===== config.mk =====
export PLATFORM = sky130hd
export DESIGN_NAME = mem_arbiter
export DESIGN_NICKNAME = d
export VERILOG_FILES = /design/src/rtl/mem_arbiter.sv
export SDC_FILE = /design/constraint.sdc
export NUM_CORES = 1
export LEC_CHECK = 0
export ABC_CLOCK_PERIOD_IN_PS = 2300
export BUFFER_PORTS_ARGS = -buffer_cell sky130_fd_sc_hd__buf_4
export CORE_AREA = 2 2 109 111
export CTS_CLUSTER_SIZE = 24
export DETAILED_ROUTE_END_ITERATION = 16
export DIE_AREA = 0 0 111 113
export GPL_ROUTABILITY_DRIVEN = 0
export GPL_TIMING_DRIVEN = 1
export PLACE_DENSITY = 0.76
export SLEW_MARGIN = 30
export SYNTH_ARGS = -nofsm -noshare
export SYNTH_HDL_FRONTEND = slang
export SYNTH_SLANG_ARGS = --single-unit
export TNS_END_PERCENT = 5

===== constraint.sdc =====
create_clock -name clk -period 2.3 [get_ports clk]
set_input_delay 0.115 -clock clk [delete_from_list [all_inputs] [get_ports clk]]
set_output_delay 0.115 -clock clk [all_outputs]
set_load 0.02 [all_outputs]

===== src/rtl/mem_arbiter.sv =====
// mem_arbiter: shares one single-port memory among NUM_REQ requesters, one transaction at a time.
// Round-robin by default; define MEM_ARBITER_FIXED_PRIORITY_EN to make the lowest index always win.
module mem_arbiter #(
   parameter int NUM_REQ = 4,
   parameter int ADDR_W  = 8,
   parameter int DATA_W  = 32
) (
   input  logic                        clk,
   input  logic                        reset,
   input  logic [NUM_REQ-1:0]          req,
   input  logic [NUM_REQ-1:0]          req_rw,
   input  logic [NUM_REQ*ADDR_W-1:0]   req_addr,
   input  logic [NUM_REQ*DATA_W-1:0]   req_wdata,
   output logic [NUM_REQ-1:0]          grant,
   output logic [NUM_REQ-1:0]          done,
   output logic [DATA_W-1:0]           rd_data,
   output logic                        busy,
   output logic [ADDR_W-1:0]           mem_address,
   output logic                        mem_read_write,
   output logic [DATA_W-1:0]           mem_data_in,
   output logic                        mem_enabled,
   input  logic [DATA_W-1:0]           mem_data_out
);
   localparam int PTR_W = $clog2(NUM_REQ);

   typedef enum logic [1:0] {S_IDLE, S_ISSUE, S_CAPTURE, S_DONE} state_t;

   state_t              r_state;
   logic [NUM_REQ-1:0]  r_grant;
   logic [NUM_REQ-1:0]  r_done;
   logic [DATA_W-1:0]   r_rd_data;
   logic                r_busy;
   logic [ADDR_W-1:0]   r_mem_address;
   logic                r_mem_read_write;
   logic [DATA_W-1:0]   r_mem_data_in;
   logic                r_mem_enabled;
`ifndef MEM_ARBITER_FIXED_PRIORITY_EN
   logic [PTR_W-1:0]    r_rr_ptr;
`endif

   logic [ADDR_W-1:0]   w_addr  [NUM_REQ];
   logic [DATA_W-1:0]   w_wdata [NUM_REQ];
   logic [PTR_W-1:0]    w_winner;
   logic                w_any;

   genvar gi;
   generate
      for (gi = 0; gi < NUM_REQ; gi++) begin : g_slice
         assign w_addr[gi]  = req_addr[gi*ADDR_W +: ADDR_W];
         assign w_wdata[gi] = req_wdata[gi*DATA_W +: DATA_W];
      end
   endgenerate

   // Scan from the highest search offset down so the first set bit in search order wins.
   always_comb begin
      int w_idx;
      w_any    = 1'b0;
      w_winner = '0;
      w_idx    = 0;
      for (int k = NUM_REQ - 1; k >= 0; k--) begin
`ifdef MEM_ARBITER_FIXED_PRIORITY_EN
         w_idx = k;
`else
         w_idx = int'(r_rr_ptr) + k;
         if (w_idx >= NUM_REQ) w_idx = w_idx - NUM_REQ;
`endif
         if (req[w_idx[PTR_W-1:0]]) begin
            w_any    = 1'b1;
            w_winner = w_idx[PTR_W-1:0];
         end
      end
   end

   always_ff @(posedge clk) begin
      if (reset) begin
         r_state          <= S_IDLE;
         r_grant          <= '0;
         r_done           <= '0;
         r_rd_data        <= '0;
         r_busy           <= 1'b0;
         r_mem_address    <= '0;
         r_mem_read_write <= 1'b0;
         r_mem_data_in    <= '0;
         r_mem_enabled    <= 1'b0;
`ifndef MEM_ARBITER_FIXED_PRIORITY_EN
         r_rr_ptr         <= '0;
`endif
      end else begin
         case (r_state)
            S_IDLE: begin
               if (w_any) begin
                  r_grant          <= NUM_REQ'(1) << w_winner;
                  r_mem_address    <= w_addr[w_winner];
                  r_mem_data_in    <= w_wdata[w_winner];
                  r_mem_read_write <= req_rw[w_winner];
                  r_mem_enabled    <= 1'b1;
                  r_busy           <= 1'b1;
                  r_state          <= S_ISSUE;
`ifndef MEM_ARBITER_FIXED_PRIORITY_EN
                  r_rr_ptr <= (w_winner == PTR_W'(NUM_REQ - 1)) ? '0 : w_winner + 1'b1;
`endif
               end
            end
            S_ISSUE: begin
               r_mem_enabled <= 1'b0;
               r_state       <= S_CAPTURE;
            end
            S_CAPTURE: begin
               // Read data is valid one cycle after the enable edge; writes keep the old value.
               if (r_mem_read_write) r_rd_data <= mem_data_out;
               r_done  <= r_grant;
               r_state <= S_DONE;
            end
            default: begin
               r_done  <= '0;
               r_grant <= '0;
               r_busy  <= 1'b0;
               r_state <= S_IDLE;
            end
         endcase
      end
   end

   assign grant          = r_grant;
   assign done           = r_done;
   assign rd_data        = r_rd_data;
   assign busy           = r_busy;
   assign mem_address    = r_mem_address;
   assign mem_read_write = r_mem_read_write;
   assign mem_data_in    = r_mem_data_in;
   assign mem_enabled    = r_mem_enabled;

endmodule


* Word level (Yosys, flattened, before mapping)
Cells that the tools add are included.
Word-level totals: flip-flop bits (word level) 87, latch bits 0, memory bits (writable) 0, ROM bits 0, input port bits 202, output and inout bits 83, logic and storage cells 80, memories kept 0
Cells by class: add/sub/neg operators 8, $mul 0, div/mod/pow operators 0, magnitude comparators 10, equal/unequal tests 4, shift operators 1, mux-type cells 37, bitwise operators 2, reductions and logical operators 8
Operators by type and width (number):
- $bmux W32 S2 | 1
- $mux W32 | 2
- $mux W2 | 10
- $bmux W8 S2 | 1
- $mux W8 | 2
- $pmux W4 S2 | 2
- $lt A2 B3 Y1 const B | 5
- $ge A3 B3 Y1 const B | 4
- $bmux W1 S2 | 5
- $mux W1 | 10
- $reduce_and A2 Y1 | 4
- $sub A2 B1 Y2 const B | 4
- $add A2 B2 Y3 const B | 2
- $pmux W2 S3 | 1
- $eq A2 B2 Y1 const B | 2
- $mux W4 | 1
- $pmux W1 S2 | 2
- $reduce_or A2 Y1 | 2
- $shl A1 B2 Y4 const A | 1
- $add A2 B1 Y3 const B | 1
- $ge A2 B3 Y1 const B | 1
- $not A2 Y3 | 1
- $add A2 B1 Y2 const B | 1
- $eq A2 B1 Y1 const B | 1
- 4 further kinds | 4

* Depth between registers and ports, before layout
depth after elaboration 13, depth in mapped cells 9, gate-level depth less buffers 7

* Worst setup path after synthesis
Ideal clock, no wire load.
kind reg2reg, from register r_rr_ptr[0], to register r_mem_data_in[10], in the netlist mem_data_in[10], setup time 0.122 ns, arrival time 1.763 ns, required time 2.178 ns, slack 0.415 ns, cell stages (with the launch flop) 9, path buffers 3, period minus slack after synthesis 1.885 ns, cells stage by stage dfxtp_1 nor2b_1 nor4b_4 a31o_1 buf_6 buf_6 buf_6 mux2_4 a221o_1
Between the ends: cells in the longest elaborated chain, start to end 13, elaborated cells between the ends (all ways) 36, those cells by class 7 x add/sub; 4 x order compare; 23 x mux; 1 x bitwise; 1 x reduce/logical
RTL lines:
- start, declared | RTL line 38 | logic [PTR_W-1:0] r_rr_ptr;
- start signal, assigned | RTL line 100 | r_rr_ptr <= (w_winner == PTR_W'(NUM_REQ - 1)) ? '0 : w_winner + 1'b1;
- $add A2 B2 Y3 | RTL line 64 | w_idx = int'(r_rr_ptr) + k;
- $ge A3 B3 Y1 / $sub A2 B1 Y2 (equally long branches) | RTL line 65 | if (w_idx >= NUM_REQ) w_idx = w_idx - NUM_REQ;
- $mux W2 | RTL line 65
- $bmux W1 S2 | RTL line 67 | if (req[w_idx[PTR_W-1:0]]) begin
- $mux W1 (implied by the code) | RTL line 67
- $mux W2 (4 in series) | RTL line 67
- $not A2 Y3 (implied by the code) | RTL line 94 | r_mem_data_in <= w_wdata[w_winner];
- $bmux W32 S2 | RTL line 94
- $mux W32 (implied by the code) (2 in series) | RTL line 94
- end signal, assigned | RTL line 94
- end, declared | RTL line 35 | logic [DATA_W-1:0] r_mem_data_in;
Parallel ways exist; a longest one is shown, timed or not. The select of a mux whose other input is x is not followed. A chain may end at the register's enable or synchronous reset.

* Final worst setup path
from register r_rr_ptr[0], to register r_mem_data_in[29], in the netlist mem_data_in[29]
Same word-level chain as after synthesis.

==> run_summary.xml <==
<?xml version="1.0" encoding="UTF-8"?>
<metrics>
  <group name="status">
    <metric name="outcome" unit="">finished, final reports clean</metric>
  </group>
  <group name="logic_synthesis">
    <metric name="instance_count_of_the_mapped_netlist" unit="">457</metric>
    <metric name="post_synth_top_area_share" unit="%">38.5</metric>
    <metric name="syn-mean-instance-area" unit="um^2">9.89</metric>
    <metric name="most_area_consuming_cells_after_synthesis" unit="">sky130_fd_sc_hd__dfxtp_1, sky130_fd_sc_hd__mux2_2, sky130_fd_sc_hd__mux2_4</metric>
    <metric name="synthesis.nets" unit="">664</metric>
    <metric name="ys_seq_area_share" unit="%">38.5</metric>
    <metric name="synth_top_flop_cell" unit="">sky130_fd_sc_hd__dfxtp_1</metric>
    <metric name="ys_warn_count" unit="">0</metric>
    <metric name="synth_edf_count" unit="">0</metric>
    <metric name="synthesis.area" unit="mm^2">0.00452</metric>
    <metric name="asyncSetResetFlopFracSynth" unit="%">0</metric>
    <metric name="synthDominantAreaCellType" unit="">sky130_fd_sc_hd__dfxtp_1</metric>
    <metric name="synth_seq_cells" unit="">87</metric>
    <metric name="synth_cell_type_count" unit="">38</metric>
  </group>
  <group name="sta">
    <metric name="relSlewSlack" unit="%">61.9</metric>
    <metric name="worst-slew-pin-transition" unit="ns">0.571</metric>
    <metric name="slew_viol_final" unit="">0</metric>
    <metric name="fin_skew" unit="ns">0.00728</metric>
    <metric name="fin_tns_setup" unit="ns">0</metric>
    <metric name="post-route-period-util" unit="%">92.7</metric>
    <metric name="final.min_clock_period" unit="ns">2.13</metric>
    <metric name="final_setup_violation_count" unit="">0</metric>
    <metric name="timing.final.ws_setup" unit="ns">0.168</metric>
    <metric name="hold-worst-slack" unit="ns">0.0353</metric>
    <metric name="unrepaired_setup_endpoints_after_global_routing" unit="">no</metric>
    <metric name="timing_hold_violations_final" unit="">0</metric>
    <metric name="timing.fmax" unit="MHz">469</metric>
  </group>
  <group name="final_layout">
    <metric name="layout.cells.most_common_list" unit="">sky130_fd_sc_hd__buf_4, sky130_fd_sc_hd__dfxtp_1, sky130_fd_sc_hd__nand2_1</metric>
    <metric name="post_route_cell_area" unit="mm^2">0.00708</metric>
    <metric name="multi_input_comb_area" unit="mm^2">0.00257</metric>
    <metric name="final.fill_count" unit="">899</metric>
    <metric name="fin_util" unit="%">62.8</metric>
    <metric name="layout-drive-gt1-share" unit="%">54.2</metric>
    <metric name="ff_latch_area" unit="mm^2">0.00174</metric>
    <metric name="fin_nets" unit="">937</metric>
    <metric name="syn2layout_area_growth" unit="%">56.7</metric>
    <metric name="final-instance-count-excl-fill" unit="">878</metric>
    <metric name="layout_commonest_cell" unit="">sky130_fd_sc_hd__buf_4</metric>
  </group>
  <group name="floorplan">
    <metric name="initial_cell_density_of_the_core" unit="%">40.1</metric>
    <metric name="width_of_the_die" unit="um">111</metric>
    <metric name="die-area" unit="mm^2">0.0125</metric>
    <metric name="num_rows" unit="">39</metric>
    <metric name="die_y" unit="um">113</metric>
    <metric name="io_pins" unit="">285</metric>
    <metric name="coreArea" unit="mm^2">0.0113</metric>
  </group>
  <group name="placed_design">
    <metric name="placement.setup.worst_slack" unit="ns">0.164</metric>
    <metric name="dpl.cell_count" unit="">862</metric>
    <metric name="port-buffer-count" unit="">284</metric>
    <metric name="placedInstanceArea" unit="mm^2">0.00681</metric>
    <metric name="place_hpwl" unit="um">11900</metric>
  </group>
  <group name="pwr">
    <metric name="totalPowerFinal" unit="mW">7.27</metric>
    <metric name="leakage" unit="nW">3.28</metric>
    <metric name="powerDensity" unit="mW/mm^2">1030</metric>
    <metric name="vdd_ir_drop_max" unit="V">0.000660</metric>
  </group>
  <group name="cts">
    <metric name="tritoncts" unit="">yes</metric>
    <metric name="clockRootBuffer" unit="">sky130_fd_sc_hd__clkbuf_16</metric>
    <metric name="clkLatencyLatePin" unit="ns">0.33</metric>
    <metric name="cts_post_setup_buffers_inserted" unit="">0</metric>
    <metric name="maximum_number_of_buffers_from_clock_root_to_sink" unit="">2</metric>
    <metric name="numCtsBuffers" unit="">9</metric>
    <metric name="clk_pin_slew" unit="ns">0.06</metric>
    <metric name="ctsHtreeMaxLevel" unit="">3</metric>
    <metric name="clock_sinks" unit="">87</metric>
    <metric name="postCtsResizedCells" unit="">0</metric>
    <metric name="holdBufCountCts" unit="">0</metric>
  </group>
  <group name="global_routing">
    <metric name="grt-ovfl-total" unit="">0</metric>
    <metric name="antenna_found_initial" unit="">1</metric>
    <metric name="grt_start_max_net_pins" unit="">47</metric>
    <metric name="overall_fraction_of_global_route_tracks_in_use" unit="%">23.7</metric>
    <metric name="via_count_of_the_first_global_routing_pass" unit="">4799</metric>
    <metric name="grt_pass1_wl" unit="um">23900</metric>
  </group>
  <group name="critical_path">
    <metric name="worstPathCellList" unit="">nor2b_1 &gt; nor4b_4 &gt; a31o_4 &gt; buf_12 &gt; mux2_2 &gt; a221o_1</metric>
    <metric name="worstReg2RegStart" unit="">r_rr_ptr[0]</metric>
    <metric name="arrival" unit="ns">2.34</metric>
    <metric name="critPathSlowestCell" unit="">sky130_fd_sc_hd__dfxtp_1</metric>
    <metric name="end_kind" unit="">flip-flop</metric>
    <metric name="timing.critical_path.slowest_cell_delay" unit="ns">0.36</metric>
    <metric name="critical_path_startpoint_category" unit="">flip-flop</metric>
    <metric name="cp-startpoint" unit="">r_rr_ptr[0]</metric>
    <metric name="timing_worst_setup_path_type" unit="">reg2reg</metric>
    <metric name="worstPathMaxFanout" unit="">31</metric>
    <metric name="worst_endpoint_required_time" unit="ns">2.51</metric>
    <metric name="critPathTopFamily" unit="">compound AO/OA/AOI/OAI gates</metric>
    <metric name="worstPathBufferInverterCount" unit="">1</metric>
  </group>
  <group name="routing">
    <metric name="detail-route-antenna-nets" unit="">0</metric>
    <metric name="routed-via-count" unit="">4516</metric>
    <metric name="drt_pre_antenna_iters" unit="">4</metric>
    <metric name="post_drt_via_cell_ratio" unit="">5.14</metric>
    <metric name="1st_iter_drt_viols" unit="">313</metric>
    <metric name="drt-total-wl" unit="um">15100</metric>
    <metric name="drc" unit="">0</metric>
    <metric name="wl_per_cell" unit="um">17.2</metric>
  </group>
  <group name="worst_hold_path">
    <metric name="hold_removal_path_class" unit="">in2reg</metric>
    <metric name="hold_path_startpoint" unit="">mem_data_out[14]</metric>
  </group>
  <group name="job">
    <metric name="maxCapViolCount" unit="">0</metric>
  </group>
</metrics>
-- path summary, 6_finish.rpt --
check / to / slack [ns] / cells past startpoint
min reg2reg: rd_data[20] / 0.45 / 2
max reg2reg: mem_data_in[29] / 0.17 / 6
max: mem_data_in[29] / 0.17 / 6
min: rd_data[14] / 0.04 / 3
-- flip-flops by register name, summed over array words and instances, names as in the netlist --
register / cells
rd_data: 32
mem_data_in: 32
grant: 4
mem_address: 8
mem_enabled: 1
mem_read_write: 1
r_state: 2
busy: 1
r_rr_ptr: 2
done: 4
-- report_power, final --
group	switching, mW	internal [mW]
combinational	1.80	1.86
sequential	0.299	2.00
clock	0.588	0.721
total	2.69	4.58
-- per-layer routing --
metal | wire (um) | share of wire (%) | track usage, %
met1 | 5570 | 37 | 24.7
met4 | 566 | 3.7 | 11.7
met3 | 1280 | 8.5 | 7.39
met2 | 7680 | 51 | 43.4
met5 | 0 | 0 | 0
-- final cells by class --
class | count | area share [%]
Multi-Input combinational cell | 330 | 36.3
Timing Repair Buffer | 297 | 32.5
Sequential cell | 87 | 24.6
Clock buffer | 9 | 3.18
Tap cell | 143 | 2.53
Clock inverter | 6 | 0.548
Inverter | 5 | 0.265
Antenna cell | 1 | 0.0353
-- kinds of logic after synthesis --
group,share of synthesized area (%)
compound gates,16.5
mux,23.0
simple gates,15.6
fa+ha+maj,1.38
flops,38.5
buf+inv,5.04
-- synthesized netlist by cell type (2+ instances only) --
| cell type | count |
|---|---|
| sky130_fd_sc_hd__nand3_1 | 4 |
| sky130_fd_sc_hd__a211oi_1 | 2 |
| sky130_fd_sc_hd__a21oi_1 | 40 |
| sky130_fd_sc_hd__o21ai_0 | 6 |
| sky130_fd_sc_hd__and2_1 | 41 |
| sky130_fd_sc_hd__dfxtp_1 | 87 |
| sky130_fd_sc_hd__nand2b_1 | 2 |
| sky130_fd_sc_hd__ha_1 | 5 |
| sky130_fd_sc_hd__clkbuf_1 | 24 |
| sky130_fd_sc_hd__buf_12 | 3 |
| sky130_fd_sc_hd__mux2_2 | 46 |
| sky130_fd_sc_hd__mux2_4 | 34 |
| sky130_fd_sc_hd__nand2_1 | 72 |
| sky130_fd_sc_hd__nor2b_1 | 4 |
| sky130_fd_sc_hd__buf_6 | 3 |
| sky130_fd_sc_hd__buf_2 | 5 |
| sky130_fd_sc_hd__nor2_1 | 13 |
| sky130_fd_sc_hd__nor3b_1 | 3 |
| sky130_fd_sc_hd__inv_1 | 5 |
| sky130_fd_sc_hd__a221o_1 | 40 |
-- worst register-to-register path, cell delays in order (launching register included) --
cell and delay (ns):
sky130_fd_sc_hd__dfxtp_1 0.36, sky130_fd_sc_hd__nor2b_1 0.09, sky130_fd_sc_hd__nor4b_4 0.31, sky130_fd_sc_hd__a31o_4 0.29, sky130_fd_sc_hd__buf_12 0.26, sky130_fd_sc_hd__mux2_2 0.38, sky130_fd_sc_hd__a221o_1 0.34
Power figures use the tool's default switching activity.
